**src/rtl/membus_pkg.sv**
```systemverilog
// Shared definitions for the PDP-6 memory bus initiator: word/address widths,
// cycle-sequencer states and default timing constants.
package membus_pkg;

    localparam int WORD_W  = 36;
    localparam int ADDR_W  = 18;
    localparam int ADDR_LO = WORD_W - ADDR_W;
    localparam int CNT_W   = 8;

    localparam int DEF_DATA_DLY  = 3;
    localparam int DEF_DATA_HOLD = 2;
    localparam int DEF_TIMEOUT   = 255;

    typedef enum logic [2:0] {
        ST_IDLE,
        ST_WAIT_ACK,
        ST_WAIT_RD,
        ST_RMW_WAIT,
        ST_WR_DLY,
        ST_WR_DATA,
        ST_WR_RS,
        ST_DONE
    } state_t;

    // Fast memory answers the first 16 words only, and only when enabled.
    function automatic logic fmc_hit(input logic [0:13] addr_hi, input logic fm_en);
        return fm_en && (addr_hi == '0);
    endfunction

endpackage

```
**src/rtl/membus_nxm_timer.sv**
```systemverilog
// Nonexistent-memory watchdog: restarts on load, counts while run is high and
// flags expiry on the TIMEOUT-th cycle of a wait.
module membus_nxm_timer
    import membus_pkg::*;
#(
    parameter int TIMEOUT = DEF_TIMEOUT
) (
    input  logic clk,
    input  logic reset,
    input  logic load_i,
    input  logic run_i,
    output logic expired_o
);

    logic [CNT_W-1:0] cnt_q, cnt_d;

    assign expired_o = run_i && (cnt_q == CNT_W'(TIMEOUT - 1));

    always_comb begin
        cnt_d = cnt_q;
        if (load_i) begin
            cnt_d = '0;
        end else if (run_i && !expired_o) begin
            cnt_d = cnt_q + 1'b1;
        end
    end

    always_ff @(posedge clk or posedge reset) begin
        if (reset) begin
            cnt_q <= '0;
        end else begin
            cnt_q <= cnt_d;
        end
    end

endmodule

```
**src/rtl/membus_initiator.sv**
```systemverilog
// PDP-6 memory bus master: turns a one-shot read/write/RMW command into a full
// membus cycle. Define MEMBUS_TIMEOUT_EN to enable NXM detection by timeout.
module membus_initiator
    import membus_pkg::*;
#(
    parameter int DATA_DLY  = DEF_DATA_DLY,
    parameter int DATA_HOLD = DEF_DATA_HOLD
`ifdef MEMBUS_TIMEOUT_EN
    ,
    parameter int TIMEOUT   = DEF_TIMEOUT
`endif
) (
    input  logic                    clk,
    input  logic                    reset,
    input  logic                    cmd_valid,
    input  logic                    cmd_rd,
    input  logic                    cmd_wr,
    input  logic [ADDR_LO:WORD_W-1] cmd_addr,
    input  logic [0:WORD_W-1]       cmd_wdata,
    input  logic                    fm_enable,
    output logic                    busy,
    output logic [0:WORD_W-1]       rdata,
    output logic                    rdata_valid,
    input  logic [0:WORD_W-1]       rmw_wdata,
    input  logic                    rmw_valid,
    output logic                    done,
    output logic                    nxm,
    output logic                    membus_rq_cyc,
    output logic                    membus_rd_rq,
    output logic                    membus_wr_rq,
    output logic [21:35]            membus_ma,
    output logic [18:21]            membus_sel,
    output logic                    membus_fmc_select,
    output logic [0:WORD_W-1]       membus_mb_out,
    output logic                    membus_wr_rs,
    input  logic                    membus_addr_ack,
    input  logic                    membus_rd_rs,
    input  logic [0:WORD_W-1]       membus_mb_in
);

    localparam logic [CNT_W-1:0] DLY_LOAD  = CNT_W'(DATA_DLY - 2);
    localparam logic [CNT_W-1:0] HOLD_LOAD = CNT_W'(DATA_HOLD - 1);

    state_t                  state_q, state_d;
    logic                    rd_q, rd_d, wr_q, wr_d, fmc_q, fmc_d;
    logic                    seen_q, seen_d, rvalid_q, rvalid_d;
    logic [ADDR_LO:WORD_W-1] addr_q, addr_d;
    logic [0:WORD_W-1]       wdata_q, wdata_d, rdata_q, rdata_d;
    logic [CNT_W-1:0]        cnt_q, cnt_d;
    logic                    start_wr, tmo_hit, tmo_expired, active;

`ifdef MEMBUS_TIMEOUT_EN
    logic nxm_q, nxm_d;
    logic timer_load, timer_run;

    assign timer_load = (state_d != state_q);
    assign timer_run  = (state_q == ST_WAIT_ACK) || (state_q == ST_WAIT_RD && !seen_q);

    membus_nxm_timer #(.TIMEOUT(TIMEOUT)) u_nxm_timer (
        .clk       (clk),
        .reset     (reset),
        .load_i    (timer_load),
        .run_i     (timer_run),
        .expired_o (tmo_expired)
    );
    assign nxm = nxm_q;
`else
    assign tmo_expired = 1'b0;
    assign nxm         = 1'b0;
`endif

    always_comb begin
        state_d  = state_q;
        rd_d     = rd_q;
        wr_d     = wr_q;
        fmc_d    = fmc_q;
        addr_d   = addr_q;
        wdata_d  = wdata_q;
        rdata_d  = rdata_q;
        seen_d   = seen_q;
        rvalid_d = 1'b0;
        cnt_d    = cnt_q;
        start_wr = 1'b0;
        tmo_hit  = 1'b0;
        case (state_q)
            ST_IDLE: begin
                if (cmd_valid && (cmd_rd || cmd_wr)) begin
                    rd_d    = cmd_rd;
                    wr_d    = cmd_wr;
                    addr_d  = cmd_addr;
                    wdata_d = cmd_wdata;
                    fmc_d   = fmc_hit(cmd_addr[18:31], fm_enable);
                    rdata_d = '0;
                    seen_d  = 1'b0;
                    state_d = ST_WAIT_ACK;
                end
            end
            ST_WAIT_ACK: begin
                if (membus_addr_ack) begin
                    if (rd_q) begin
                        state_d = ST_WAIT_RD;
                    end else begin
                        start_wr = 1'b1;
                    end
                end else if (tmo_expired) begin
                    tmo_hit = 1'b1;
                end
            end
            // Keep ORing one cycle past rd_rs: slow responders settle late.
            ST_WAIT_RD: begin
                if (membus_rd_rs) begin
                    rdata_d = rdata_q | membus_mb_in;
                    seen_d  = 1'b1;
                end else if (seen_q) begin
                    rdata_d  = rdata_q | membus_mb_in;
                    rvalid_d = 1'b1;
                    state_d  = wr_q ? ST_RMW_WAIT : ST_DONE;
                end else if (tmo_expired) begin
                    tmo_hit = 1'b1;
                end
            end
            ST_RMW_WAIT: begin
                if (rmw_valid) begin
                    wdata_d  = rmw_wdata;
                    start_wr = 1'b1;
                end
            end
            ST_WR_DLY: begin
                if (cnt_q == '0) begin
                    state_d = ST_WR_DATA;
                    cnt_d   = HOLD_LOAD;
                end else begin
                    cnt_d = cnt_q - 1'b1;
                end
            end
            ST_WR_DATA: begin
                if (cnt_q == '0) begin
                    state_d = ST_WR_RS;
                end else begin
                    cnt_d = cnt_q - 1'b1;
                end
            end
            ST_WR_RS: state_d = ST_DONE;
            ST_DONE:  state_d = ST_IDLE;
            default:  state_d = ST_IDLE;
        endcase

        // The ack/rmw_valid cycle itself counts as the first cycle of the delay.
        if (start_wr) begin
            if (DATA_DLY > 1) begin
                state_d = ST_WR_DLY;
                cnt_d   = DLY_LOAD;
            end else begin
                state_d = ST_WR_DATA;
                cnt_d   = HOLD_LOAD;
            end
        end
        if (tmo_hit) begin
            state_d = ST_DONE;
            rdata_d = '0;
        end
    end

`ifdef MEMBUS_TIMEOUT_EN
    assign nxm_d = tmo_hit;

    always_ff @(posedge clk or posedge reset) begin
        if (reset) begin
            nxm_q <= 1'b0;
        end else begin
            nxm_q <= nxm_d;
        end
    end
`endif

    always_ff @(posedge clk or posedge reset) begin
        if (reset) begin
            state_q  <= ST_IDLE;
            rd_q     <= 1'b0;
            wr_q     <= 1'b0;
            fmc_q    <= 1'b0;
            addr_q   <= '0;
            wdata_q  <= '0;
            rdata_q  <= '0;
            seen_q   <= 1'b0;
            rvalid_q <= 1'b0;
            cnt_q    <= '0;
        end else begin
            state_q  <= state_d;
            rd_q     <= rd_d;
            wr_q     <= wr_d;
            fmc_q    <= fmc_d;
            addr_q   <= addr_d;
            wdata_q  <= wdata_d;
            rdata_q  <= rdata_d;
            seen_q   <= seen_d;
            rvalid_q <= rvalid_d;
            cnt_q    <= cnt_d;
        end
    end

    // All bus lines decode from registered state so reset drops them at once.
    assign active = (state_q != ST_IDLE) && (state_q != ST_DONE);

    assign busy              = active;
    assign done              = (state_q == ST_DONE);
    assign rdata             = rdata_q;
    assign rdata_valid       = rvalid_q;
    assign membus_rq_cyc     = (state_q == ST_WAIT_ACK);
    assign membus_rd_rq      = rd_q && ((state_q == ST_WAIT_ACK) || (state_q == ST_WAIT_RD));
    assign membus_wr_rq      = wr_q && ((state_q == ST_WAIT_ACK) || (state_q == ST_WAIT_RD) ||
                                        (state_q == ST_RMW_WAIT) || (state_q == ST_WR_DLY) ||
                                        (state_q == ST_WR_DATA));
    assign membus_ma         = active ? addr_q[21:35] : '0;
    assign membus_sel        = active ? addr_q[18:21] : '0;
    assign membus_fmc_select = active && fmc_q;
    assign membus_mb_out     = (state_q == ST_WR_DATA) ? wdata_q : '0;
    assign membus_wr_rs      = (state_q == ST_WR_RS);

endmodule

```
**config.mk**
```make
export PLATFORM = sky130hd
export DESIGN_NAME = membus_initiator
export DESIGN_NICKNAME = d
export VERILOG_FILES = /design/src/rtl/membus_pkg.sv /design/src/rtl/membus_nxm_timer.sv /design/src/rtl/membus_initiator.sv
export SDC_FILE = /design/constraint.sdc
export NUM_CORES = 1
export LEC_CHECK = 0
export ABC_AREA = 1
export CAP_MARGIN = 40
export CELL_PAD_IN_SITES_DETAIL_PLACEMENT = 1
export CELL_PAD_IN_SITES_GLOBAL_PLACEMENT = 2
export CORE_MARGIN = 2
export CORE_UTILIZATION = 20
export DETAILED_ROUTE_END_ITERATION = 12
export PLACE_DENSITY_LB_ADDON = 0.3
export SLEW_MARGIN = 30
export SYNTH_ARGS = -nofsm -noshare
export SYNTH_HDL_FRONTEND = slang
export SYNTH_SLANG_ARGS = --single-unit
```
**constraint.sdc**
```tcl
create_clock -name clk -period 3.3 [get_ports clk]
set_clock_uncertainty 0.15 [all_clocks]
set_input_delay 0.66 -clock clk [delete_from_list [all_inputs] [get_ports clk]]
set_output_delay 0.66 -clock clk [all_outputs]
set_load 0.1 [all_outputs]
```
After elaboration in Yosys (flattened, before gate mapping)
Index checks and enable logic that the tools add are counted.

operators by class
  add/subtract/negate cells = 1
  equality and inequality tests = 20
  divide/modulo/power cells = 0
  multipliers = 0
  magnitude comparators = 0
  reductions and logical operators = 25
  shifts and indexed selects = 0
  multiplexer cells = 34
  bitwise operators = 1

operators with widths
  kind                                                                      count
  36-bit 2-to-1 mux                                                         6
  36-bit case mux with 2 select lines                                       2
  36-bit bitwise OR                                                         1
  3-bit 2-to-1 mux                                                          9
  8-bit 2-to-1 mux                                                          3
  3-bit inequality test (second input constant)                             8
  3-bit case mux with 7 select lines                                        1
  8-bit case mux with 2 select lines                                        1
  15-bit 2-to-1 mux                                                         1
  14-bit logical NOT                                                        1
  3-bit equality test (second input constant)                               4
  3-bit AND reduction                                                       3
  8-bit logical NOT                                                         1
  1-bit 2-to-1 mux                                                          8
  8-bit AND reduction                                                       1
  8-bit nonzero test                                                        1
  8-bit by 1-bit subtractor with 8-bit output (second input constant)       1
  3-bit by 2-bit equality test with 1-bit output (second input constant)    2
  1-bit logical AND                                                         6
  2-bit inequality test (second input constant)                             3
  3-bit by 1-bit inequality test with 1-bit output (second input constant)  2
  3-bit nonzero test                                                        2
  1-bit logical OR                                                          5
  4-bit 2-to-1 mux                                                          1
  5 further kinds                                                           8

storage, ports and cells
  output and inout port bits = 100
  input port bits = 135
  memories = 0
  logic and storage cells = 91
  latch bits = 0
  ROM bits = 0
  register bits after elaboration = 106
  RAM bits = 0

Depth between registers and ports, before layout
Gate-level depths: netlist (run 1).

  word-level depth = 6
  gate-level depth with buffers = 10
  depth with buffers taken out = 9

Worst setup path before layout (run 1)
Ideal clock, no wire load.

  kind = register to output
  start = reg state_q[2]
  end = out membus_sel[21] (netlist name)
  arrival time = 4.734 ns
  setup slack = -2.244 ns
  data required time = 2.490 ns
  buffers on the path = 2
  cell stages (with the launch flop) = 8
  cells stage by stage = dfrtp_1 inv_2 nor2_1 nor2_1 inv_2 buf_2 nor2_1 buf_4

on the way
  longest elaborated chain between the ends = 3
  elaborated cells between the ends (all ways) = 4
  classes of those cells = 1 x eq/ne; 1 x mux; 2 x reduce/logical

RTL lines
  element                                                      line                     text
  from (decl)                                                  membus_initiator.sv:44   state_t state_q, state_d;
  from (signal assigned)                                       membus_initiator.sv:189  state_q <= state_d;
  3-bit inequality test or 3-bit nonzero test (tied branches)  membus_initiator.sv:203  assign active = (state_q != ST_IDLE) && (state_q != ST_DONE);
  1-bit logical AND (*)                                        membus_initiator.sv:203
  via busy                                                     membus_initiator.sv:21   output logic busy,
  4-bit 2-to-1 mux (*)                                         membus_initiator.sv:215  assign membus_sel = active ? addr_q[18:21] : '0;
  to (decl)                                                    membus_initiator.sv:32   output logic [18:21] membus_sel,

Mark *: on every way through the listed nets, which the timed path passes. The rest lies on a longest branch.

Worst setup path in the final report (run 1)
  start = reg state_q[1]
  end = out membus_fmc_select

on the way
  longest elaborated chain between the ends = 3
  elaborated cells between the ends (all ways) = 4
  classes of those cells = 1 x eq/ne; 3 x reduce/logical

RTL lines
  element                                                      line                     text
  3-bit inequality test or 3-bit nonzero test (tied branches)  membus_initiator.sv:203
  1-bit logical AND (*)                                        membus_initiator.sv:203
  1-bit logical AND (*)                                        membus_initiator.sv:216  assign membus_fmc_select = active && fmc_q;
  to (decl)                                                    membus_initiator.sv:33   output logic membus_fmc_select,

Every way passes the cells marked *; elsewhere a longest branch is shown, timed or not.

==> run summary, run 1 <==
The flow ran to the end, and the final reports show no timing, DRC or antenna violations. The synthesized area per cell came out at 8.03 um2. The type of origin of the critical path is a flip-flop. The synthesized netlist contains 31 unique library cells. The slew at the pin with the worst max-slew slack is 772 ps. The H-tree was split into 3 levels.

The quantity of I/O buffers inserted on ports came out at 233. The post-route worst hold slack is 346 ps. The worst-case register-to-register setup slack is 1070 ps. The number of fillers in the final layout is 2934.

The via count of the first global-routing pass is 5069. The number of enable flip-flop cells after synthesis came out at 0. Setup repair after global routing left no endpoint under its margin.

In the final layout, the share of cells above drive strength 1 is 19.1%. The total count of max-transition violations in the final report is 0. The initial antenna violation count came out at 0. The detail-routed via count per cell is 4.19. The number of hold violations in the final report is 0. The endpoint required time on the critical path came out at 2490 ps. Counting flops and latches in the post-synthesis netlist gives 106. The worst min-delay path class is reg -> reg. The total core area came out at 25200 um2. The peak clock frequency supported by timing came out at 344 MHz.

The synthesized instance count is 639. The startpoint identified for the worst hold timing path is rdata[28]. The largest net degree at the start of global routing is 107. The I/O pin count is 235. The endpoint identified for the worst register-to-register timing path is rd_q. The data arrival time of the worst path came out at 2090 ps. The area share of the leading cell type in the synthesized netlist came out at 51.7%. By area the synthesized netlist is led by sky130_fd_sc_hd__dfrtp_1, sky130_fd_sc_hd__nor2_1, sky130_fd_sc_hd__inv_1. Max-cap violations in this run came to 0. The root buffer cell is sky130_fd_sc_hd__clkbuf_16. The worst path uses 88.0% of the clock period. The area of the mapped netlist is 5130 um2. The final setup violation count came out at 0. The detailed placer's ending HPWL came out at 12.8 mm.

The count of cells resized by post-cts repair is 0. The number of sinks driven by the clock tree came out at 106. The height of the chip is 164 um. For this block, the initial DRC count from the detailed router was 204.

The deepest clock path buffer count is 2. Synthesis produced a netlist with a net count of 776. The later pin in the worst-skew pair is clocked with a latency of 360 ps. The floorplan die area is 26900 um2. The number of cells on the worst reg-to-reg path is 8.

The relative slew slack came out at 48.6%. Once the clock tree was built, the setup fixing pass inserted 0 buffers. The number of cells traversed by the worst hold path is 2. Row generation in the floorplan step produced 58 rows.

The final wirelength is 17.8 mm. The most critical setup path has its startpoint at state_q[1]. The post-route DRC violation count came out at 0.

The overall routing resource usage came out at 12.9%. Across all layers, the routed design uses 4991 vias. In the final routed layout, each cell accounts on average for 15.0 um. Counting the buffers created by CTS gives 9. The worst setup path is captured at an output port. The launch point of the worst reg-to-reg path is state_q[1]. The clock transition at the registers of the reported paths came out at 80 ps. TritonCTS built the clock tree. Yosys printed 0 warnings. The final net count is 992. The remaining number of nets flagged by the antenna check after routing came out at 0.

Compared with the post-synthesis result, the final layout area differs by 63.4%. The worst setup path is of the reg -> out kind. For this run, asynchronously set or reset flops after synthesis account for 100%. The most frequently used flop master after synthesis is sky130_fd_sc_hd__dfrtp_1. The wire length of the first global-routing pass came out at 27.1 mm. The number of diodes came out at 0.

The commonest cells after synthesis are sky130_fd_sc_hd__nor2_1, sky130_fd_sc_hd__dfrtp_1, sky130_fd_sc_hd__inv_1. From left edge to right edge, the die measures 164 um. The detailed-router iteration count before antenna repair is 4.

The maximum fanout encountered on the critical timing path came out at 19. The initial cell density of the core came out at 20.4%. The biggest area contributor in the post-synthesis netlist is sky130_fd_sc_hd__dfrtp_1. For this run the aggregate overflow at the end of global routing stands at 0.

After synthesis, flip-flops and latches occupy 51.7% of the total area. The worst hold path terminates at rdata[28]. At the end of routability-driven placement, the weighted congestion stood at 0.740. The most numerous cell in the Yosys netlist is sky130_fd_sc_hd__nor2_1. The number of buffers inserted for hold repair after clock tree synthesis came out at 0. The shortest period the worst path allows is 2900 ps.
## placed cells by master, fill, tap and decap left out, drive strengths merged
cell type / n
clkdlybuf4s50: 134
xor2: 3
nor4: 4
nand2: 94
nor3: 3
clkinvlp: 2
dfrtp: 106
nand4: 7
conb: 1
o21ai: 62
o21bai: 2
clkinv: 5
nor2: 112
inv: 112
a21oi: 43
clkbuf: 9
buf: 104
nand3: 16
xnor2: 1
ha: 2
o22ai: 2
o211ai: 36
## sequential cells by signal, indices dropped and copies added (netlist names)
| register | flops |
|---|---|
| addr_q | 18 |
| cnt_q | 8 |
| fmc_q | 1 |
| rd_q | 1 |
| rdata | 36 |
| rdata_valid | 1 |
| seen_q | 1 |
| state_q | 3 |
| wdata_q | 36 |
| wr_q | 1 |
## critical path: stages, from the launching register on
cell,delay [ps]
sky130_fd_sc_hd__dfrtp_1,470
sky130_fd_sc_hd__inv_2,170
sky130_fd_sc_hd__nand2_2,100
sky130_fd_sc_hd__nor2_4,170
sky130_fd_sc_hd__nor2_4,60
sky130_fd_sc_hd__inv_2,420
sky130_fd_sc_hd__nor2_2,90
sky130_fd_sc_hd__buf_4,250
## area by class of cell
class	instances	area (um2)	area share [%]
well taps	330	413	4.93
clock inverters	7	85.1	1.02
flip-flops and latches	106	2650	31.7
inverters	112	424	5.06
repair buffers	238	2610	31.1
multi-input cells	388	1970	23.5
clock buffers	9	225	2.69
## worst max path at each step
| stage | endpoint | slack, ps | depth (start not counted) |
|---|---|---|---|
| 3_5_place_dp | rd_q | 620 | 6 |
| 4_1_cts | membus_fmc_select | 350 | 7 |
| 6_report | membus_fmc_select | 400 | 7 |
| 3_3_place_gp | rd_q | 620 | 6 |
| 5_1_grt | membus_sel[19] | 240 | 7 |
| 2_1_floorplan | membus_sel[21] | -260 | 7 |
## logic make-up (layout without fill, tap and decap cells)
group                      count (synthesis)  count (layout)  share of synthesized area (%)
buffers and inverters                    145             366                           11.5
AOI/OAI and AO/OA                        145             145                           16.1
xor gates and xnor gates                   4               4                          0.683
adders and majority gates                  2               2                          0.488
and+or+nand+nor                          236             236                           19.4
DFF                                      106             106                           51.7
other                                      1               1                         0.0731
## routing by layer
layer	wire [um]	track usage (%)	vias to the layer above	share of wire, %
met5	0	0	-	0
met2	8990	22.3	100	50
met1	7760	16.3	2420	44
met4	282	4.07	0	1.6
met3	790	2.25	17	4.4
li1	-	-	2454	-
## through the flow
step | setup TNS [ps] | instances | setup WS [ps] | instance area [um2] | util (%)
5_1_grt | 0 | 1190 | 241 | 8380 | 33.3
4_1_cts | 0 | 1190 | 346 | 8380 | 33.3
6_report | 0 | 1190 | 395 | 8380 | 33.3
2_1_floorplan | -2090 | 639 | -264 | 5220 | -
3_3_place_gp | 0 | 1174 | 618 | 8070 | 32.0
3_5_place_dp | 0 | 1174 | 622 | 8070 | 32.0
Power of run 1 is left out: the tool's default activity adds up to more than one toggle a clock period on the data nets, which glitch-free logic cannot reach.
==> run 2: changes to the inputs <==
--- a/config.mk
+++ b/config.mk
@@ -16,4 +16,5 @@
 export SLEW_MARGIN = 30
 export SYNTH_ARGS = -nofsm -noshare
 export SYNTH_HDL_FRONTEND = slang
+export SYNTH_HIERARCHICAL = 1
 export SYNTH_SLANG_ARGS = --single-unit
==> results of run 2 <==
Same layout as run 1: the final DEF is identical, and so are final timing and power.
Among the figures that moved: Yosys warning count 0 -> 6
Power of run 2 is left out for the same reason.
==> run 3: changes to the inputs <==
--- a/config.mk
+++ b/config.mk
@@ -10,7 +10,8 @@
 export CELL_PAD_IN_SITES_DETAIL_PLACEMENT = 1
 export CELL_PAD_IN_SITES_GLOBAL_PLACEMENT = 2
 export CORE_MARGIN = 2
-export CORE_UTILIZATION = 20
+export CORE_UTILIZATION = 21
+export CTS_BUF_LIST = sky130_fd_sc_hd__clkbuf_4
 export DETAILED_ROUTE_END_ITERATION = 12
 export PLACE_DENSITY_LB_ADDON = 0.3
 export SLEW_MARGIN = 30
==> run 3 against run 2 <==
  * Design area shrank 2.2%
  * Utilization grew 0.61 points
  * Critical path depth is the same
  * Register-to-register slack lost 160 ps
  * Wire length shrank 0.48%
  * Maximum frequency shrank 5.7%
  * Synthesized area is the same
  * Sequential share of layout area grew 0.72 points
  * Die area shrank 4.6%
  * Count of clock-buffer cells in the layout is the same
  * Sequential cell count is the same
  * Synthesized cell count is the same
  * Largest cell class unchanged
==> run summary, run 3 <==
The run finished with clean final reports. The largest net degree at the start of global routing came out at 107 (unchanged). The final net count came out at 993 (+0.10%). The number of setup buffers added after CTS is 0 (unchanged). The floorplan die area came out at 25700 um2 (-4.6%). The remaining number of nets flagged by the antenna check after routing came out at 0 (unchanged). The count of cells resized by post-cts repair is 0 (unchanged). The area share of the leading cell type in the synthesized netlist came out at 51.7% (unchanged). The number of sinks driven by the clock tree was 106 (unchanged). The initial antenna violation count came out at 1 (+1). The violation count after the first detailed-route iteration was 220 (+7.8%).

The weighted congestion at the end of routability-driven global placement came out at 0.734 (-0.73%). The sum of routed wire segments on met1 is 7.91 mm (+2.0%). The detailed-router iteration count before antenna repair came out at 5 (+1). The clock tree from TritonCTS is done.

The biggest area contributor in the post-synthesis netlist is sky130_fd_sc_hd__dfrtp_1. The overall routing resource usage is 13.7% (+0.76 points). The share of flip-flops with an asynchronous set or reset came out at 100% (unchanged). The worst hold path belongs to the class reg -> reg. The routed via count came to 4950 (-0.82%). The area growth from synthesis to layout is 59.8%.

The relative slew slack came out at 49.0% (+0.41 points). The number of violations of the max-capacitance limit is 0 (unchanged). The number of hold violations in the final report is 0 (unchanged). The proportion of layout cells with a drive suffix above 1 came out at 19.2% (+0.094 points). The final setup violation count came to 0 (unchanged).

The total number of H-tree levels is 3 (unchanged). The root buffer cell is sky130_fd_sc_hd__clkbuf_4. The area of the mapped netlist is 5130 um2 (unchanged). The synthesized instance count came out at 639 (unchanged). The number of flip-flops and latches in the synthesized netlist is 106 (unchanged). The type of origin of the critical path is a flip-flop.

The detail-routed via count per cell is 4.17 (-0.49%). The wire length of the first global-routing pass came to 27.9 mm (+3.0%). The TritonCTS buffer count came out at 9 (unchanged). Walking the worst path, the cells encountered are inv_2 > nand2_2 > nor2_4 > nor2_4 > inv_2 > nor2_2 > buf_4.

The number of distinct library cells after synthesis came to 31 (unchanged). The count of synthesis-stage warnings from yosys came out at 6. The footprint of the multi-input gates is 1970 um2 (unchanged). The height of the chip is 160 um (-2.4%). The worst setup path is of the reg -> out kind. The total core area came out at 24200 um2 (-4.0%). The width of the chip came out at 160 um (-2.4%). On the critical path, the stage with the largest delay is an instance of sky130_fd_sc_hd__dfrtp_1. The total grt overflow is 0 (unchanged).

The total count of max-transition violations in the final report came out at 0 (unchanged). In the layout the commonest cells are sky130_fd_sc_hd__clkdlybuf4s50_1, sky130_fd_sc_hd__dfrtp_1, sky130_fd_sc_hd__inv_1. STA classifies the critical path endpoint as an output port. The number of enable flip-flop cells after synthesis was 0 (unchanged). The post-route DRC violation count is 0 (unchanged). The detailed placer's ending HPWL came out at 12.8 mm (-0.62%).

The number of cell rows came out at 57 (-1.7%). The slew at the pin with the worst max-slew slack came to 765 ps (-6.16 ps). The most common cell after layout, fill and taps aside is sky130_fd_sc_hd__clkdlybuf4s50_1. The share of the clock period used by the worst path is 93.3% (+5.3 points). The clock transition at the registers of the reported paths is 190 ps (+110 ps). By area the synthesized netlist is led by sky130_fd_sc_hd__dfrtp_1, sky130_fd_sc_hd__nor2_1, sky130_fd_sc_hd__inv_1. The number of fillers in the final layout came out at 2825 (-3.7%). The initial cell density of the core came to 21.2% (+0.85 points).

The number of buffers inserted for hold repair after clock tree synthesis is 0 (unchanged). In the synthesized netlist, the cells that appear most often are sky130_fd_sc_hd__nor2_1, sky130_fd_sc_hd__dfrtp_1, sky130_fd_sc_hd__inv_1. The shortest period the worst path allows came to 3080 ps (+175 ps).

The data arrival time of the worst path came out at 2270 ps (+180 ps). The peak clock frequency supported by timing came out at 325 MHz (-5.7%). The worst-skew pair later-pin latency came to 480 ps (+120 ps).

The detailed router used layers up to and including met4. Setup repair after global routing left no endpoint under its margin. The number of cells after detailed placement came to 1169 (-0.43%). By instance count, the leading cell after synthesis is sky130_fd_sc_hd__nor2_1. The synthesized area per cell was 8.03 um2 (unchanged). The met3 layer wire length in the routed design came out at 602 um (-24%).

The footprint of the flip-flops and latches came out at 2650 um2 (unchanged). The maximum single-stage delay on the critical path came out at 510 ps (+40 ps). The number of cells in the finished layout apart from fillers is 1186 (-0.34%). The I/O pin count is 235 (unchanged).

The final wirelength was 17.7 mm (-0.48%). The maximum fanout encountered on the critical timing path is 19 (unchanged). The most used flip-flop cell after synthesis is sky130_fd_sc_hd__dfrtp_1.

The average wire per cell in the routed design came out at 15.0 um (-0.14%). The via count of the first global-routing pass came out at 4986 (-1.6%). The quantity of I/O buffers inserted on ports came out at 233 (unchanged).

The sequential cell area fraction in the yosys report came out at 51.7% (unchanged). The met2 wire length came to 8.97 mm (-0.26%). The deepest clock path buffer count came out at 2 (unchanged). The number of nets produced by synthesis is 776 (unchanged). The endpoint required time on the critical path came out at 2490 ps (about the same).
## run 3: cell counts after synthesis
Identical to the previous run, type by type.
## run 3: cell type report
class	count	area share, %
multi-input combinational	388	24.0
antenna	1	0.0305
sequential	106	32.4
clock buffer	9	0.825
clock inverter	7	0.962
inverter	112	5.18
timing repair buffer	239	31.6
tap	324	4.95
## run 3: metal layers
| metal | vias to the layer above | GRT usage [%] |
|---|---|---|
| met5 | - | 0 |
| met4 | 0 | 4.22 |
| met3 | 13 | 2.08 |
| met2 | 100 | 23.8 |
| met1 | 2376 | 17.5 |
| li1 | 2461 | - |
## run 3: logic make-up after synthesis
logic type,after synthesis,synth area share [%]
AOI/OAI and AO/OA,145,16.1
xor gates and xnor gates,4,0.683
adders and majority gates,2,0.488
buffers and inverters,145,11.5
DFF,106,51.7
other,1,0.0731
and+or+nand+nor,236,19.4
## run 3: worst paths after layout
path                                   to       start  depth (start not counted)  slack (ps)
min in group asynchronous       rdata[26]       reset                          3         530
max                        membus_sel[20]  state_q[1]                          7         220
max reg2reg                   wdata_q[31]  state_q[1]                         10         910
min                             rdata[34]   rdata[34]                          2         370
max in group asynchronous      addr_q[18]       reset                          3        2030
min reg2reg                     rdata[34]   rdata[34]                          2         370
## run 3: metrics by stage
step / TNS, ps / setup WS, ps / util [%] / hold WS [ps] / area, um2
after global routing: 0 / 69.0 / 33.9 / 408 / 8190
after floorplan: -2090 / -264 / - / 300 / 5220
after CTS: 0 / 143 / 33.9 / 378 / 8190
after global placement: 0 / 580 / 33.3 / 325 / 8050
after detailed placement: 0 / 518 / 33.3 / 335 / 8050
final: 0 / 220 / 33.9 / 370 / 8190
## run 3: critical path: cells and delay by family, from the launching register on
family | cells | cell delay [ps]
buffers and inverters | 3 | 840
AND/OR/NAND/NOR | 4 | 400
flip-flops | 1 | 510
Power of run 3 is left out for the same reason.
